[config.mk]
export PLATFORM = sky130hd
export DESIGN_NAME = buff_desc_loader
export DESIGN_NICKNAME = d
export VERILOG_FILES = /design/src/rtl/buff_desc_pkg.sv /design/src/rtl/buff_desc_addr_gen.sv /design/src/rtl/buff_desc_loader.sv
export SDC_FILE = /design/constraint.sdc
export NUM_CORES = 1
export LEC_CHECK = 0
export CAP_MARGIN = 20
export CORE_MARGIN = 2
export CORE_UTILIZATION = 49
export DETAILED_ROUTE_END_ITERATION = 8
export GPL_TIMING_DRIVEN = 0
export PLACE_DENSITY = 0.84
export RECOVER_POWER = 100
export SLEW_MARGIN = 30
export SYNTH_ARGS = -nofsm -noshare
export SYNTH_HDL_FRONTEND = slang
export SYNTH_SLANG_ARGS = --single-unit
[constraint.sdc]
create_clock -name vga_clk -period 2.1 [get_ports vga_clk]
set_input_delay 0.42 -clock vga_clk [delete_from_list [all_inputs] [get_ports vga_clk]]
set_output_delay 0.42 -clock vga_clk [all_outputs]
set_load 0.05 [all_outputs]
[src/rtl/buff_desc_pkg.sv]
// Shared layout constants for the buff-description sprite RAM.
// The VGA-side reader and the write-side loader both import this package.
package buff_desc_pkg;

    localparam int BUFF_W    = 92;
    localparam int BUFF_H    = 42;
    localparam int BUFF_SIZE = BUFF_W * BUFF_H;
    localparam int N_BUFF    = 3;

    localparam logic [1:0] BUFF_TYPE_0       = 2'd0;
    localparam logic [1:0] BUFF_TYPE_1       = 2'd1;
    localparam logic [1:0] BUFF_TYPE_2       = 2'd2;
    localparam logic [1:0] BUFF_TYPE_INVALID = 2'd3;

    typedef enum logic [1:0] {
        IDLE = 2'd0,
        LOAD = 2'd1,
        DONE = 2'd2
    } buff_state_e;

endpackage

[src/rtl/buff_desc_addr_gen.sv]
// Raster-order x/y/type counters plus a running RAM address.
// The address is incremented, never computed as base + y*W + x.
module buff_desc_addr_gen import buff_desc_pkg::*; #(
    parameter int IMG_W   = BUFF_W,
    parameter int IMG_H   = BUFF_H,
    parameter int N_TYPES = N_BUFF,
    parameter int ADDR_W  = 14
) (
    input  logic              vga_clk,
    input  logic              reset_n,
    input  logic              clear,
    input  logic [1:0]        clear_type,
    input  logic              advance,
    output logic [ADDR_W-1:0] addr,
    output logic              last_pixel,
    output logic              last_type
);

    localparam int X_W = $clog2(IMG_W);
    localparam int Y_W = $clog2(IMG_H);

    logic [X_W-1:0]    x_q, x_d;
    logic [Y_W-1:0]    y_q, y_d;
    logic [1:0]        t_q, t_d;
    logic [ADDR_W-1:0] addr_q, addr_d;
    logic [ADDR_W-1:0] type_base [4];

    // Constant start address of each sprite slot; unused slots map to 0.
    for (genvar gi = 0; gi < 4; gi++) begin : g_base
        assign type_base[gi] = (gi < N_TYPES) ? ADDR_W'(gi * IMG_W * IMG_H) : '0;
    end

    assign last_pixel = (x_q == X_W'(IMG_W - 1)) && (y_q == Y_W'(IMG_H - 1));
    assign last_type  = (t_q == 2'(N_TYPES - 1));
    assign addr       = addr_q;

    always_comb begin
        x_d    = x_q;
        y_d    = y_q;
        t_d    = t_q;
        addr_d = addr_q;
        if (clear) begin
            x_d    = '0;
            y_d    = '0;
            t_d    = clear_type;
            addr_d = type_base[clear_type];
        end else if (advance) begin
            addr_d = addr_q + 1'b1;
            if (x_q == X_W'(IMG_W - 1)) begin
                x_d = '0;
                if (y_q == Y_W'(IMG_H - 1)) begin
                    y_d = '0;
                    t_d = t_q + 1'b1;
                end else begin
                    y_d = y_q + 1'b1;
                end
            end else begin
                x_d = x_q + 1'b1;
            end
        end
    end

    always_ff @(posedge vga_clk) begin
        if (!reset_n) begin
            x_q    <= '0;
            y_q    <= '0;
            t_q    <= '0;
            addr_q <= '0;
        end else begin
            x_q    <= x_d;
            y_q    <= y_d;
            t_q    <= t_d;
            addr_q <= addr_d;
        end
    end

endmodule

[src/rtl/buff_desc_loader.sv]
// Streams RGB pixels over valid/ready into the buff-description RAM in raster order,
// optionally continuing through the remaining sprite types without bubbles.
module buff_desc_loader import buff_desc_pkg::*; #(
    parameter int IMG_W   = BUFF_W,
    parameter int IMG_H   = BUFF_H,
    parameter int N_TYPES = N_BUFF,
    parameter int ADDR_W  = 14,
    parameter int DATA_W  = 24
) (
    input  logic              vga_clk,
    input  logic              reset_n,
    input  logic              start,
    input  logic [1:0]        buff_type,
    input  logic              load_all,
    input  logic              s_valid,
    input  logic [DATA_W-1:0] s_data,
    output logic              s_ready,
    output logic              wr_en,
    output logic [ADDR_W-1:0] wr_addr,
    output logic [DATA_W-1:0] wr_data,
    output logic              busy,
    output logic              done,
    output logic              err
);

    buff_state_e       state_q, state_d;
    logic              load_all_q, load_all_d;
    logic              err_q, err_d;
    logic              wr_en_q;
    logic [ADDR_W-1:0] wr_addr_q;
    logic [DATA_W-1:0] wr_data_q;

    logic              clear, advance, beat, type_ok;
    logic [ADDR_W-1:0] addr;
    logic              last_pixel, last_type;

    buff_desc_addr_gen #(
        .IMG_W   (IMG_W),
        .IMG_H   (IMG_H),
        .N_TYPES (N_TYPES),
        .ADDR_W  (ADDR_W)
    ) u_addr_gen (
        .vga_clk    (vga_clk),
        .reset_n    (reset_n),
        .clear      (clear),
        .clear_type (buff_type),
        .advance    (advance),
        .addr       (addr),
        .last_pixel (last_pixel),
        .last_type  (last_type)
    );

    assign beat    = s_valid && (state_q == LOAD);
    assign type_ok = (buff_type <= 2'(N_TYPES - 1));

    always_comb begin
        state_d    = state_q;
        load_all_d = load_all_q;
        err_d      = 1'b0;
        clear      = 1'b0;
        advance    = 1'b0;
        case (state_q)
            IDLE: begin
                if (start) begin
                    if (type_ok) begin
                        clear      = 1'b1;
                        load_all_d = load_all;
                        state_d    = LOAD;
                    end else begin
                        err_d = 1'b1;
                    end
                end
            end
            LOAD: begin
                if (beat) begin
                    advance = 1'b1;
                    // At the end of a type, chain into the next one only when asked to.
                    if (last_pixel && !(load_all_q && !last_type)) begin
                        state_d = DONE;
                    end
                end
            end
            DONE:    state_d = IDLE;
            default: state_d = IDLE;
        endcase
    end

    always_ff @(posedge vga_clk) begin
        if (!reset_n) begin
            state_q    <= IDLE;
            load_all_q <= 1'b0;
            err_q      <= 1'b0;
            wr_en_q    <= 1'b0;
            wr_addr_q  <= '0;
            wr_data_q  <= '0;
        end else begin
            state_q    <= state_d;
            load_all_q <= load_all_d;
            err_q      <= err_d;
            wr_en_q    <= beat;
            if (beat) begin
                wr_addr_q <= addr;
                wr_data_q <= s_data;
            end
        end
    end

    assign s_ready = (state_q == LOAD);
    assign busy    = (state_q == LOAD);
    assign done    = (state_q == DONE);
    assign err     = err_q;
    assign wr_en   = wr_en_q;
    assign wr_addr = wr_addr_q;
    assign wr_data = wr_data_q;

endmodule

* After elaboration in Yosys (flattened, before gate mapping)
Index checks and enable logic that the tools add are counted.
** Operators by class
- Add/subtract/negate cells :: 4
- $lt $le $gt $ge :: 2
- Equal/unequal tests :: 9
- Mux-type cells :: 22
- Bitwise gates (word level) :: 2
- Reductions and logical operators :: 16
** Operator list (number)
- $mux 14 :: 4
- $bmux 14 s2 :: 1
- $mux 2 :: 8
- $add 14x1->14 const B :: 1
- $reduce_and 3->1 :: 3
- $add 7x1->7 const B :: 1
- $eq 7x7->1 const B :: 1
- $mux 7 :: 1
- $add 6x1->6 const B :: 1
- $eq 6x6->1 const B :: 1
- $mux 1 :: 6
- $mux 6 :: 1
- $reduce_bool 2->1 :: 3
- $eq 2x2->1 const B :: 2
- $logic_and 1x1->1 :: 4
- $ne 2x1->1 const B :: 2
- $ne 2x2->1 const B :: 2
- $pmux 2 s2 :: 1
- $reduce_and 4->1 :: 1
- $ge 3x3->1 const B :: 1
- $not 2->3 :: 1
- $add 2x1->2 const B :: 1
- $eq 2x1->1 const B :: 1
- $le 2x2->1 const B :: 1
- 5 further kinds :: 6
** Storage, ports and cells
- Bits in registers :: 72
- Bits of input ports :: 31
- Output and inout bits :: 43
- Word-level logic and storage cells :: 65

* Longest topological paths before layout
Gate-level depths: netlist (run 1).
- Depth after elaboration :: 8
- Mapped depth :: 7
- Depth with buffers taken out :: 6

* By module
From an unflattened synthesis (run 1), not the netlist that was laid out.
** Unflattened totals
- Cell total of the unflattened synthesis :: 364
- Area, all modules :: 3129.3 um^2
** By module, submodules not included
- buff_desc_loader :: instances 1, cells an instance 187, area an instance 1662.8 um^2, sequential area each 860.8 um^2
- buff_desc_addr_gen :: instances 1, cells an instance 177, area an instance 1466.4 um^2, sequential area each 580.6 um^2

* Worst setup path before layout (run 1)
OpenSTA, ideal clock, no wires.
- Path type :: register -> output
- Start :: register state_q[0]
- End :: output port s_ready
- Arrival :: 1596 ps
- Data required time :: 1680 ps
- Path slack :: 84 ps
- Stages on the path, launching flop included :: 4
- Buffers on the path :: 2
- Cells stage by stage :: dfxtp_1 -> buf_2 -> nor2b_1 -> buf_4
** Between the ends
- Cells in the longest elaborated chain, start to end :: 1
** Ends and longest elaborated chain
- from (decl) :: line buff_desc_loader.sv:26 : buff_state_e state_q, state_d;
- from (signal assigned) :: line buff_desc_loader.sv:97 : state_q <= state_d;
- $eq 2x1->1
- to (decl) :: line buff_desc_loader.sv:17 : output logic s_ready,
No other way between the ends.

* Worst setup path in the final report (run 1)
- Start :: input port s_valid
- End :: register u_addr_gen.addr_q[11] (netlist: u_addr_gen.addr[11])
** Between the ends
- Cells in the longest elaborated chain, start to end :: 4
** Ends and longest elaborated chain
- from (decl) :: line buff_desc_loader.sv:15 : input logic s_valid,
- $logic_and 1x1->1 :: line buff_desc_loader.sv:53 : assign beat = s_valid && (state_q == LOAD);
- $mux 1 :: line buff_desc_loader.sv:75 : if (beat) begin
- $mux 1 :: line buff_desc_loader.sv:62 : case (state_q)
- $reduce_bool 2->1 (no line)
- to (signal assigned) :: line buff_desc_addr_gen.sv:73 : addr_q <= addr_d;
- to (decl) :: line buff_desc_addr_gen.sv:25 : logic [ADDR_W-1:0] addr_q, addr_d;
No other way between the ends.
A chain may end at the register's enable or synchronous reset.

==> results of run 1 <==
-- cell usage in the layout, fill, tap and decap left out, types with 9 or more instances in the layout --
| cell type | synthesis | layout |
|---|---|---|
| clkbuf_8 | 0 | 9 |
| nand3_1 | 11 | 10 |
| a21oi_1 | 12 | 12 |
| a21boi_0 | 40 | 40 |
| clkbuf_1 | 20 | 19 |
| clkdlybuf4s50_1 | 0 | 29 |
| xor2_1 | 11 | 11 |
| dlygate4sd3_1 | 0 | 40 |
| nand2_1 | 93 | 93 |
| nor2_1 | 15 | 15 |
| dfxtp_1 | 72 | 72 |
-- routing by layer --
metal / track usage, % / vias to the layer above / part of all wire (%)
li1: - / 1388 / -
met1: 26.1 / 1270 / 46
met2: 33.1 / 76 / 46
met3: 4.47 / 9 / 6.0
met4: 7.30 / 0 / 1.3
met5: 0 / - / 0
-- cell type report --
type,instances,area (um^2)
Buffer,24,100
Clock buffer,10,128
Clock inverter,6,67.6
Fill cell,481,1900
Inverter,6,22.5
Multi-Input combinational cell,258,1520
Sequential cell,72,1440
Tap cell,75,93.8
Timing Repair Buffer,73,717
-- sequential cells by signal, indices dropped and copies added, names as in the netlist --
name             cells
u_addr_gen.x_q       7
err                  1
state_q              2
u_addr_gen.y_q       6
load_all_q           1
u_addr_gen.t_q       2
wr_addr             14
u_addr_gen.addr     14
wr_en                1
wr_data             24
-- kinds of logic (layout without fill, tap and decap cells) --
family                     after synthesis  count (layout)
AOI/OAI and AO/OA                       66              66
adders and majority gates                8               8
buffers and inverters                   31             119
DFF                                     72              72
and+or+nand+nor                        165             165
xor gates and xnor gates                19              19
-- critical path, cell delays in order --
cell,delay (ns)
clkdlybuf4s50_1,0.55
and3b_1,0.18
clkbuf_1,0.26
nand4_1,0.27
or3_1,0.41
a31oi_1,0.15
-- synth_stat cells (all sizes together) (2+ instances only) --
master / instances
xor2: 11
nand4b: 3
nor2b: 3
clkbuf: 20
nand2: 93
and4: 2
nor2: 15
nand3: 11
xnor2: 8
a21boi: 40
and3: 6
or2: 2
a21oi: 12
nor4: 6
inv: 6
o21ai: 8
dfxtp: 72
buf: 5
nand4: 8
and2: 2
or3: 5
ha: 8
nor4b: 2
-- repair_timing --
action,CTS,global route
pin swaps,0,1
setup buffers,0,1
hold endpoints to repair,0,0
cloned,0,0
endpoints found under the setup margin,17,14
gates resized for setup,5,6
-- power by group --
part           internal, mW  leakage [nW]  switching (mW)  total [mW]
registers              1.41         0.584          0.0301        1.44
clock network         0.553        0.0929           0.530        1.08
logic                 0.152         0.889           0.245       0.398
-- per-stage QoR --
stage               area [um^2]  instances
floorplan                  3070        361
global placement           3890        508
detailed placement         3890        508
CTS                        4080        523
global route               4090        524
finish                     4090        524
-- path summary, 6_finish.rpt --
check	start	endpoint	slack, ns	depth (start not counted)
worst max-delay path	s_valid	u_addr_gen.addr[11]	0.12	6
worst min-delay path	wr_data[0]	wr_data[0]	0.46	2
worst max register to register	state_q[0]	u_addr_gen.addr[11]	0.25	6
worst min register to register	wr_data[0]	wr_data[0]	0.46	2
==> metrics, run 1 <==
critical path class primary input to flip-flop; chip width roughly 83 um; Vias about 2.7k; Setup WS post-layout 0.120 ns; FF+latch count, synth 72; syn avg cell area between 8 and 9 um^2; largest net degree at the start of global routing 14; Clock transition at path regs ~0.070 ns; total power approximately 2.9 mW; share of layout cells above drive strength 1 approximately 6.9%; sequential area share after synthesis ~47%; share of the synthesized area in the top cell type approximately 47%; total CTS buffers 9; initial antenna violation count 0; clk_lat worst skew 0.34 ns; HPWL after DPL 5010 um; CP endpoint kind flip-flop; largest family of logic cells by synthesized area simple AND/OR/NAND/NOR gates; Total Nets Final 483; Synth Instances about 360; GR Overflow Total 0; endpoints failing setup 0; TNS Setup 0 ns; first-pass GRT wire length 11700 um; status finished, final reports clean; Starting DRT DRC Count between 150 and 200; top_reg_cell synth dfxtp_1; worst slack, placed -0.432 ns; I/O pin count between 70 and 80; Synth cell types 39; Avg WL per Cell between 10 and 15 um; dominant cell type by area after synthesis dfxtp_1; drt pass-1 iters 4; Syn Nets 400; top fanout value on the critical path 6; Root Driver clkbuf_8; DRC 0; Routed Antenna Nets 0; yosys warns 0; input/output buffers slightly above 70; Sink Count 72; fmax roughly 500 MHz; peak supply drop around 0.42 mV; post-synthesis adder-cell area fraction under 10%; mapped cell area 3070 um^2; fin. max-slew vios 0; post-synthesis compound-gate area fraction 14.4%; number of enable flip-flop cells after synthesis 0; final worst-path cycle share between 90% and 100%; CTS tree done; Core Util, Final between 60 and 70%; Initial Utilization between 50% and 60%; Rows 28; Hold WS around 0.46 ns; worst path required time 2.37 ns; Longest Clk Path Bufs 2; Placer Congestion approximately 0.83; slew margin rel. 64.6%; total of max-cap violations 0; post-synthesis mux area share 0%; ys async rst share 0%; HP Class flip-flop to flip-flop; fin crit period between 1.5 and 2 ns; Worst Setup Start Kind primary input; cts hold-fix bufs 0; simple-gate area share of the yosys netlist between 20% and 30%; area of the die between 6000 and 7000 um^2; top cells by area, synth dfxtp_1, nand2_1, a21boi_0; area grow syn2layout 33.1%; Via density about 5.2; Die Ht about 83 um; xor/xnor share of the synthesized area around 5.4%; Pwr Density 714 nW/um^2; crit path DAT between 2 and 2.5 ns; Core ar. approximately 6000 um^2; Final Skew around 0.013 ns; Total GRT Usage between 20 and 25%; Ant. Diodes 0; RSZ-0062 raised after global routing no; DRT Wirelength about 6900 um; Final Hold Fails 0; H-tree Lvls 3; Worst-Margin Slew 0.529 ns; vias in the first global route 2560; Lkg Pwr around 1.6 nW
Power figures use the tool's default switching activity.
==> run 2, diff against run 1 <==
--- a/config.mk
+++ b/config.mk
@@ -5,12 +5,14 @@
 export SDC_FILE = /design/constraint.sdc
 export NUM_CORES = 1
 export LEC_CHECK = 0
+export ABC_AREA = 1
 export CAP_MARGIN = 20
 export CORE_MARGIN = 2
-export CORE_UTILIZATION = 49
+export CORE_UTILIZATION = 50
+export CTS_CLUSTER_SIZE = 24
 export DETAILED_ROUTE_END_ITERATION = 8
 export GPL_TIMING_DRIVEN = 0
-export PLACE_DENSITY = 0.84
+export PLACE_DENSITY = 0.85
 export RECOVER_POWER = 100
 export SLEW_MARGIN = 30
 export SYNTH_ARGS = -nofsm -noshare
==> run 2 against run 1 <==
Against the previous run:
- design area increased by 4.3%
- sequential power increased by 3%
- combinational power increased by 58%
- via count increased by 22%
- cell count increased by 19%
- maximum frequency decreased by 1.5%
- sequential cell count unchanged
- clock skew decreased by 0.0041 ns
- utilization decreased by 0.72 points
- non-clock buffer count decreased by 6
- die area increased by 3.8%
==> metrics, run 2 <==
reg-to-reg setup timing slack 0.28 ns (+0.03 ns); total of max-cap violations 0 (unchanged); worst path required time 1.68 ns (-0.69 ns); RR Endpoint u_addr_gen.t_q[1]; worst r2r path cells 8 (+2); fin crit period 2.01 ns (+0.0295 ns); critical path class flip-flop to output port; chip width 84.8 um (+1.9%); Net Sw Frac 30.4% (+2.8 points); first-pass GRT wire length 14200 um (+22%); initial antenna violation count 0 (unchanged); area of the die 7180 um^2 (+3.8%); Psw 1.01 mW (+26%); post-synthesis compound-gate area fraction 14.1% (-0.33 points); endpoints failing setup 0 (unchanged); hold_sp wr_addr[11]; Critical Path Slowest Stage Cell dlygate4sd3_1; cts hold-fix bufs 0 (unchanged); Reg power frac 44.7% (-4.6 points); GR Overflow Total 0 (unchanged); final worst-path cycle share 95.7% (+1.4 points); total CTS buffers 9 (unchanged); I/O pin count 74 (unchanged); DRC 0 (unchanged); post-synthesis mux area share 0% (unchanged); Clock transition at path regs 0.08 ns (about the same); largest family of logic cells by synthesized area simple AND/OR/NAND/NOR gates; Routed Antenna Nets 0 (unchanged); share of layout cells above drive strength 1 6.20% (-0.70 points); Worst Setup Start Kind flip-flop; input/output buffers 73 (+1.4%); crit path DAT 1.59 ns (-0.66 ns); Longest Clk Path Bufs 2 (unchanged); Placer Congestion 0.866 (+4.5%); Via density 5.37 (+2.5%); drt pass-1 iters 5 (+1); Vias 3354 (+22%); area grow syn2layout 30.9%; Avg WL per Cell 13.3 um (about the same); count leader, synth nor2_1; HP Class flip-flop to flip-flop; cell family with most CP delay buffers and inverters; xor/xnor share of the synthesized area 0.269% (-5.1 points); Rows 29 (+3.6%); Synth Instances 459 (+27%); share of the synthesized area in the top cell type 44.2% (-2.7 points); Clk pwr share 36.5% (-0.6 points); slew margin rel. 58.9% (-5.8 points); ys async rst share 0% (unchanged); Largest stage delay, worst path 0.92 ns (+0.37 ns); yosys warns 0 (unchanged); max reg flops 24 (unchanged); DRT Wirelength 8290 um (+19%); CP endpoint kind output port; Hold Path End wr_addr[11]; fin. max-slew vios 0 (unchanged); commonest non-fill, non-tap cells in the layout nor2_1, nand2_1, dfxtp_1; clk_lat worst skew 0.34 ns (about the same); simple-gate area share of the yosys netlist 30.4% (+4.5 points); Comb pwr share 18.8% (+5.2 points); WHS Path Cells 2 (unchanged); Commonest cells post-synth nor2_1, nand2_1, dfxtp_1; Final Hold Fails 0 (unchanged); H-tree Lvls 3 (unchanged); FF+latch count, synth 72 (unchanged); fmax 498 MHz (-1.5%); critical path cell sequence dlygate4sd3_1; dominant cell type by area after synthesis dfxtp_1; HPWL after DPL 5960 um (+19%); sequential area share after synthesis 44.2% (-2.7 points); filler cell count in the final layout 542 (+13%); post-synthesis adder-cell area fraction 3.07% (-0.19 points); mapped cell area 3260 um^2 (+6.1%); top fanout value on the critical path 2 (-4); Final Skew 0.00930 ns (-0.00414 ns); total power 3.34 mW (+14%); Pwr Density 782 nW/um^2 (+9.5%); # resized after CTS 3 (-2); Lkg Pwr 1.87 nW (+19%); Total GRT Usage 24.2% (+4.0 points); top_reg_cell synth dfxtp_1; RSZ-0062 raised after global routing no; Int Power 2.32 mW (+9.7%); CTS tree done; Syn Nets 498 (+25%); Ant. Diodes 0 (unchanged); setup bufs post-CTS 0 (unchanged); RR Startpoint state_q[0]; Total Nets Final 582 (+20%); peak supply drop 0.546 mV (+29%); syn avg cell area 7.10 um^2 (-17%); Sink Count 72 (unchanged); Worst-Margin Slew 0.615 ns (+0.0860 ns); fin cells 625 (+19%); Synth cell types 31 (-21%); largest net degree at the start of global routing 14 (unchanged); Die Ht 84.8 um (+1.9%); Starting DRT DRC Count 225 (+49%); status finished, final reports clean; crit path buf inv count 1 (-1); vias in the first global route 3253 (+27%); Core ar. 6310 um^2 (+5.4%); Root Driver clkbuf_8; Initial Utilization 51.6% (+0.33 points); placed cells 609 (+20%); number of enable flip-flop cells after synthesis 0 (unchanged); commonest non-fill, non-tap cell in the layout nor2_1; top cells by area, synth dfxtp_1, nor2_1, o21ai_0
==> run 2: cell type report <==
type	count	area, um^2	share of cell area, %
repair buffers	73	728	17.1
multi-input cells	325	1530	35.9
clock buffers	10	128	2.99
well taps	77	96.3	2.26
clock inverters	6	92.6	2.17
inverters	44	165	3.87
flip-flops and latches	72	1440	33.8
plain buffers	18	86.3	2.02
==> run 2: power groups by stage <==
stage	clock network [mW]	registers (mW)	logic, mW
floorplan	0	1.70	0.234
global placement	0	1.52	0.644
detailed placement	0	1.52	0.653
CTS	1.22	1.49	0.655
global route	1.28	1.50	0.677
finish	1.22	1.49	0.627
==> run 2: cell families (layout without fill, tap and decap cells) <==
kind of cell | after synthesis | after routing
DFF | 72 | 72
AOI/OAI and AO/OA | 91 | 91
and+or+nand+nor | 225 | 225
buffers and inverters | 62 | 151
adders and majority gates | 8 | 8
xor gates and xnor gates | 1 | 1
==> run 2: worst max path at each step <==
stage	from	endpoint	slack [ns]	depth (start not counted)
3_5_place_dp	buff_type[1]	u_addr_gen.addr[11]	-0.03	11
6_report	wr_data[1]	wr_data[1]	0.09	1
4_1_cts	state_q[0]	s_ready	0.06	4
5_1_grt	s_valid	u_addr_gen.t_q[0]	0.009	7
3_3_place_gp	buff_type[1]	u_addr_gen.addr[11]	-0.02	11
2_1_floorplan	state_q[1]	done	0.58	2
==> run 2: metal layers <==
metal / part of all wire, % / vias to the layer above / GRT usage, %
li1: - / 1653 / -
met2: 46 / 127 / 39.8
met4: 1.4 / 0 / 9.24
met3: 8.3 / 12 / 8.06
met5: 0 / - / 0
met1: 44 / 1562 / 29.4
==> run 2: worst register-to-register path: stages (launching register included) <==
cell and delay (ns):
dfxtp_1 0.42, inv_2 0.07, nor2_4 0.11, nand2_1 0.30
nand2_1 0.22, clkbuf_2 0.26, nand3_1 0.16, nor2_1 0.12
nor2_1 0.05
==> run 2: per-stage QoR <==
step	area [um^2]	hold slack, ns	TNS (ns)	util, %	setup slack, ns
floorplan	3260	0.424	0	-	0.579
global placement	4090	0.450	-0.0244	64.7	-0.0244
detailed placement	4090	0.473	-0.0261	64.7	-0.0261
CTS	4300	0.470	0	68.2	0.0630
global route	4270	0.480	0	67.6	0.00921
finish	4270	0.465	0	67.6	0.0903
==> RTL edit 1: new RTL, config.mk and constraints of run 1 <==
The package constant `BUFF_W` goes from 92 to 46.
--- a/src/rtl/buff_desc_pkg.sv
+++ b/src/rtl/buff_desc_pkg.sv
@@ -2,7 +2,7 @@
 // The VGA-side reader and the write-side loader both import this package.
 package buff_desc_pkg;
 
-    localparam int BUFF_W    = 92;
+    localparam int BUFF_W    = 46;
     localparam int BUFF_H    = 42;
     localparam int BUFF_SIZE = BUFF_W * BUFF_H;
     localparam int N_BUFF    = 3;
Check against the original RTL: not equivalent (a bounded check fails within 4 cycles, from zero or initial values and one cycle with reset_n low).
==> RTL edit 1 against run 1 <==
  * Sequential power hardly changed
  * Die area is 3.8% lower
  * Final area is 2.4% lower
  * Critical path depth is 5 lower
  * Power is 6.4% higher
  * Highest routed layer unchanged
  * Global-route usage is 0.67 points higher
  * Routed wire length is 1.2% lower
  * Worst setup slack worse by 0.042 ns
  * Critical endpoint is now wr_addr[12]
  * Final cell count is 1.9% lower
  * Critical path type is now register to output port
  * Area after synthesis is 4.0% lower
  * Synthesized cell count is 2.8% lower
  * Sequential cell count is 1 lower
==> RTL edit 1: results (changes against run 1) <==
run_status:
  outcome: "complete, no violations"  # unchanged
yosys:
  avgSynthCellArea_um2: 8.41  # was 8.52 um^2
  ys_top_cells_by_area: "dfxtp_1, nand2_1, a21oi_1"  # was dfxtp_1, nand2_1, a21boi_0
  synth_cell_types: 44  # was 39
  synth_fp_nets: 391  # was 400
worst_setup_path:
  crit_family: "buffers and inverters"  # was simple AND/OR/NAND/NOR gates
  slowest_stage: "dlygate4sd3_1"  # was clkdlybuf4s50_1
  r2r_slack_ns: 0.29  # was 0.25 ns
  cp_slowest_stage_delay_ns: 0.92  # was 0.55 ns
  crit_path_max_fanout: 2  # was 6
global_route:
  grt_max_degree: 13  # was 14
  grt_pass1_wl_mm: 10.6  # was 11.7 mm
  grt_pass1_vias: 2434  # was 2560
power_and_ir_drop:
  p_leak_nw: 1.53  # was 1.57 nW
  irDropWorstVdd_v: 0.000417  # was 0.000421 V
placement:
  place_hpwl_mm: 4.97  # was 5.01 mm
  port_buffers: 73  # was 72
  place.gp.congestion: 0.858  # was 0.829
routing:
  wl_mm: 6.86  # was 6.95 mm
  drtIter0Drc: 117  # was 151
worst_hold_path:
  min_to: "wr_data[13]"  # was wr_data[0]
  hold_start: "wr_data[13]"  # was wr_data[0]
cells_and_area:
  drive_gt1_share_pct: 6.83  # was 6.90%
  fillers: 454  # was 481
timing:
  tightestPinTransition_ns: 0.558  # was 0.529 ns
[RTL edit 1: cell count changes in the layout (fill, tap and decap cells not counted), moves of 5 or more]
cell | run 1 | this run
a21boi_0 | 40 | 0
a21oi_1 | 12 | 51
clkbuf_1 | 19 | 13
nor2_1 | 15 | 21
inv_1 | 6 | 11
nand2_1 | 93 | 88
[RTL edit 1: stage by stage]
step                setup TNS (ns)  power [mW]  setup slack [ns]  cell area (um^2)
global route                     0        3.21           0.00344              4000
global placement             -3.69        1.87            -0.298              3780
finish                           0        3.11            0.0781              4000
CTS                              0        3.14           0.00216              4010
floorplan                        0        1.71             0.109              2950
detailed placement           -4.60        1.88            -0.343              3780
[RTL edit 1: what timing repair did]
item | in CTS | in global routing
setup endpoints to repair | 3 | 5
pin swaps | 0 | 0
hold buffers | 0 | 0
resized for setup | 4 | 3
endpoints found under the hold margin | 0 | 0
[RTL edit 1: worst max-delay path by stage]
stage / depth (start not counted) / end / slack (ns) / start
2_1_floorplan: 2 / s_ready / 0.11 / state_q[0]
3_3_place_gp: 6 / u_addr_gen.addr[10] / -0.30 / buff_type[0]
3_5_place_dp: 6 / u_addr_gen.addr[10] / -0.34 / buff_type[0]
4_1_cts: 2 / busy / 0.002 / state_q[0]
5_1_grt: 6 / u_addr_gen.y_q[4] / 0.003 / buff_type[1]
6_report: 1 / wr_addr[12] / 0.08 / wr_addr[12]
[RTL edit 1: cell type report]
class                   instances  area, um^2  area share (%)
inverters                      11        41.3            1.03
repair buffers                 73         719            18.0
well taps                      75        93.8            2.35
clock inverters                 6         110            2.76
plain buffers                  21        93.8            2.35
flip-flops and latches         71        1420            35.6
clock buffers                   9         124            3.10
multi-input cells             248        1390            34.8
[RTL edit 1: kinds of logic (layout without fill, tap and decap cells)]
logic type | count (synthesis) | after routing | synth area share (%)
XOR/XNOR | 21 | 21 | 6.23
buffers and inverters | 32 | 120 | 4.66
adder cells (fa/ha/maj) | 9 | 9 | 3.82
AO/OA/AOI/OAI | 64 | 64 | 11.6
multiplexers | 1 | 1 | 0.339
flip-flops | 71 | 71 | 48.2
AND/OR/NAND/NOR | 153 | 153 | 25.2
[RTL edit 1: layer usage]
metal  track usage (%)  part of all wire (%)  up-vias
li1                  -                     -     1349
met1              23.6                    42     1269
met2              36.0                    49       70
met3              5.16                   6.6       10
met4              11.3                   2.1        0
met5                 0                     0        -
[RTL edit 1: report_power, final]
| group | switching [mW] | internal, mW |
|---|---|---|
| Combinational | 0.248 | 0.150 |
| Sequential | 0.0411 | 1.39 |
| Clock | 0.497 | 0.779 |
| Total | 0.786 | 2.32 |
[RTL edit 1: worst register-to-register path: cells and delay by family (launching register included)]
family	cells	cell delay [ns]
AND/OR/NAND/NOR	3	1.02
AO/OA/AOI/OAI	1	0.14
adder cells (fa/ha/maj)	1	0.18
flip-flops	1	0.41
==> RTL edit 2: new RTL, settings of run 1 <==
Made on the original files. Put one more register stage on the output `err`, without a reset. The value now appears one clock later. The other outputs are not delayed to match.
--- a/src/rtl/buff_desc_loader.sv
+++ b/src/rtl/buff_desc_loader.sv
@@ -108,7 +108,9 @@
     assign s_ready = (state_q == LOAD);
     assign busy    = (state_q == LOAD);
     assign done    = (state_q == DONE);
-    assign err     = err_q;
+    always_ff @(posedge vga_clk) begin
+        err <= err_q;
+    end
     assign wr_en   = wr_en_q;
     assign wr_addr = wr_addr_q;
     assign wr_data = wr_data_q;
Function: changed (Yosys sat finds a counterexample within 4 cycles, from zero or initial values and one cycle with reset_n low).
==> RTL edit 2 against run 1 <==
  * First-iteration DRC count shrank 16%
  * Final area grew 0.55%
  * Area after synthesis grew 0.65%
  * Routed wire length grew 4.5%
  * Worst setup slack lost 0.046 ns
  * Critical path depth is the same
  * Utilization is essentially flat
  * Sequential cell count grew 1
  * Power grew 2.3%
  * Combinational power grew 1%
  * Via count grew 0.91%
  * Sequential share of layout area grew 0.29 points
  * Highest routed layer unchanged
==> RTL edit 2: results (changes against run 1) <==
run_status:
  outcome: "complete, no violations"  # unchanged
global_route:
  grt_util_met1_pct: 26.7  # was 26.1%
  grt_pass1_wl_mm: 12.1  # was 11.7 mm
  met3_usage_pct: 5.04  # was 4.47%
  grt_pass1_vias: 2606  # was 2560
yosys:
  synth_compound_area_share_pct: 14.4  # about the same
  ys_seq_area_share_pct: 47.2  # was 46.9%
  synth_fp_nets: 401  # was 400
  synth_xor_area_share_pct: 5.38  # was 5.41%
  ys_top_cells_by_area: "dfxtp_1, nand2_1, a21boi_0"  # unchanged
power_and_ir_drop:
  irDropWorstVdd_v: 0.000438  # was 0.000421 V
  p_leak_nw: 1.58  # was 1.57 nW
routing:
  wl_mm: 7.26  # was 6.95 mm
  drtIter0Drc: 127  # was 151
  wl_met1_mm: 3.41  # was 3.22 mm
  wl_met2_mm: 3.35  # was 3.22 mm
  dr_wl_met3_um: 398  # was 419 um
  vias_per_cell: 5.27  # was 5.23
timing:
  fin_skew_ns: 0.00822  # was 0.0134 ns
cells_and_area:
  drive_gt1_share_pct: 6.44  # was 6.90%
  nets: 485  # was 483
worst_setup_path:
  cp_slowest_stage_delay_ns: 0.64  # was 0.55 ns
  slowest_stage: "dlygate4sd3_1"  # was clkdlybuf4s50_1
placement:
  place_hpwl_mm: 5.29  # was 5.01 mm
  place.gp.congestion: 0.803  # was 0.829
-- RTL edit 2: cell count changes after synthesis --
cell     delta
dfxtp_1     +1
-- RTL edit 2: metrics by stage --
stage | total power, mW | cells | setup TNS [ns] | hold slack (ns) | setup WS, ns
floorplan | 1.74 | 362 | 0 | 0.310 | 0.0840
global placement | 1.90 | 509 | -10.87 | 0.312 | -0.453
detailed placement | 1.91 | 509 | -13.27 | 0.317 | -0.518
CTS | 3.02 | 523 | 0 | 0.328 | 0.0440
global route | 3.11 | 525 | -0.00862 | 0.339 | -0.00862
finish | 2.99 | 525 | 0 | 0.331 | 0.0735
-- RTL edit 2: cell type report --
type	instances	area (um^2)	share of cell area [%]
multi-input cells	258	1510	36.7
flip-flops and latches	73	1460	35.5
repair buffers	74	723	17.6
clock buffers	11	151	3.68
plain buffers	24	100	2.43
well taps	75	93.8	2.28
clock inverters	4	51.3	1.25
inverters	6	22.5	0.547
-- RTL edit 2: worst paths after layout --
kind,start,end,slack [ns],cells after the start
min,err_q,err,0.33,0
min reg2reg,err_q,err,0.33,0
max reg2reg,u_addr_gen.x_q[0],u_addr_gen.y_q[0],0.17,5
max,s_valid,u_addr_gen.addr[11],0.07,6
-- RTL edit 2: worst reg2reg max path: cells and delay by family, from the launching register on --
kind                     cells  cell delay (ns)
AO/OA/AOI/OAI                1             0.14
flip-flops                   1             0.37
AND/OR/NAND/NOR              3             1.15
adder cells (fa/ha/maj)      1             0.20
-- RTL edit 2: where the power goes --
| part | internal (mW) | switching [mW] |
|---|---|---|
| sequential | 1.43 | 0.0311 |
| clock | 0.609 | 0.515 |
| combinational | 0.153 | 0.249 |
| total | 2.19 | 0.796 |
-- RTL edit 2: repair_timing --
item                       CTS  global route
setup buffers                0             2
setup endpoints to repair   19             7
cloned                       0             0
resized for setup           10             4
pin swaps                    1             1
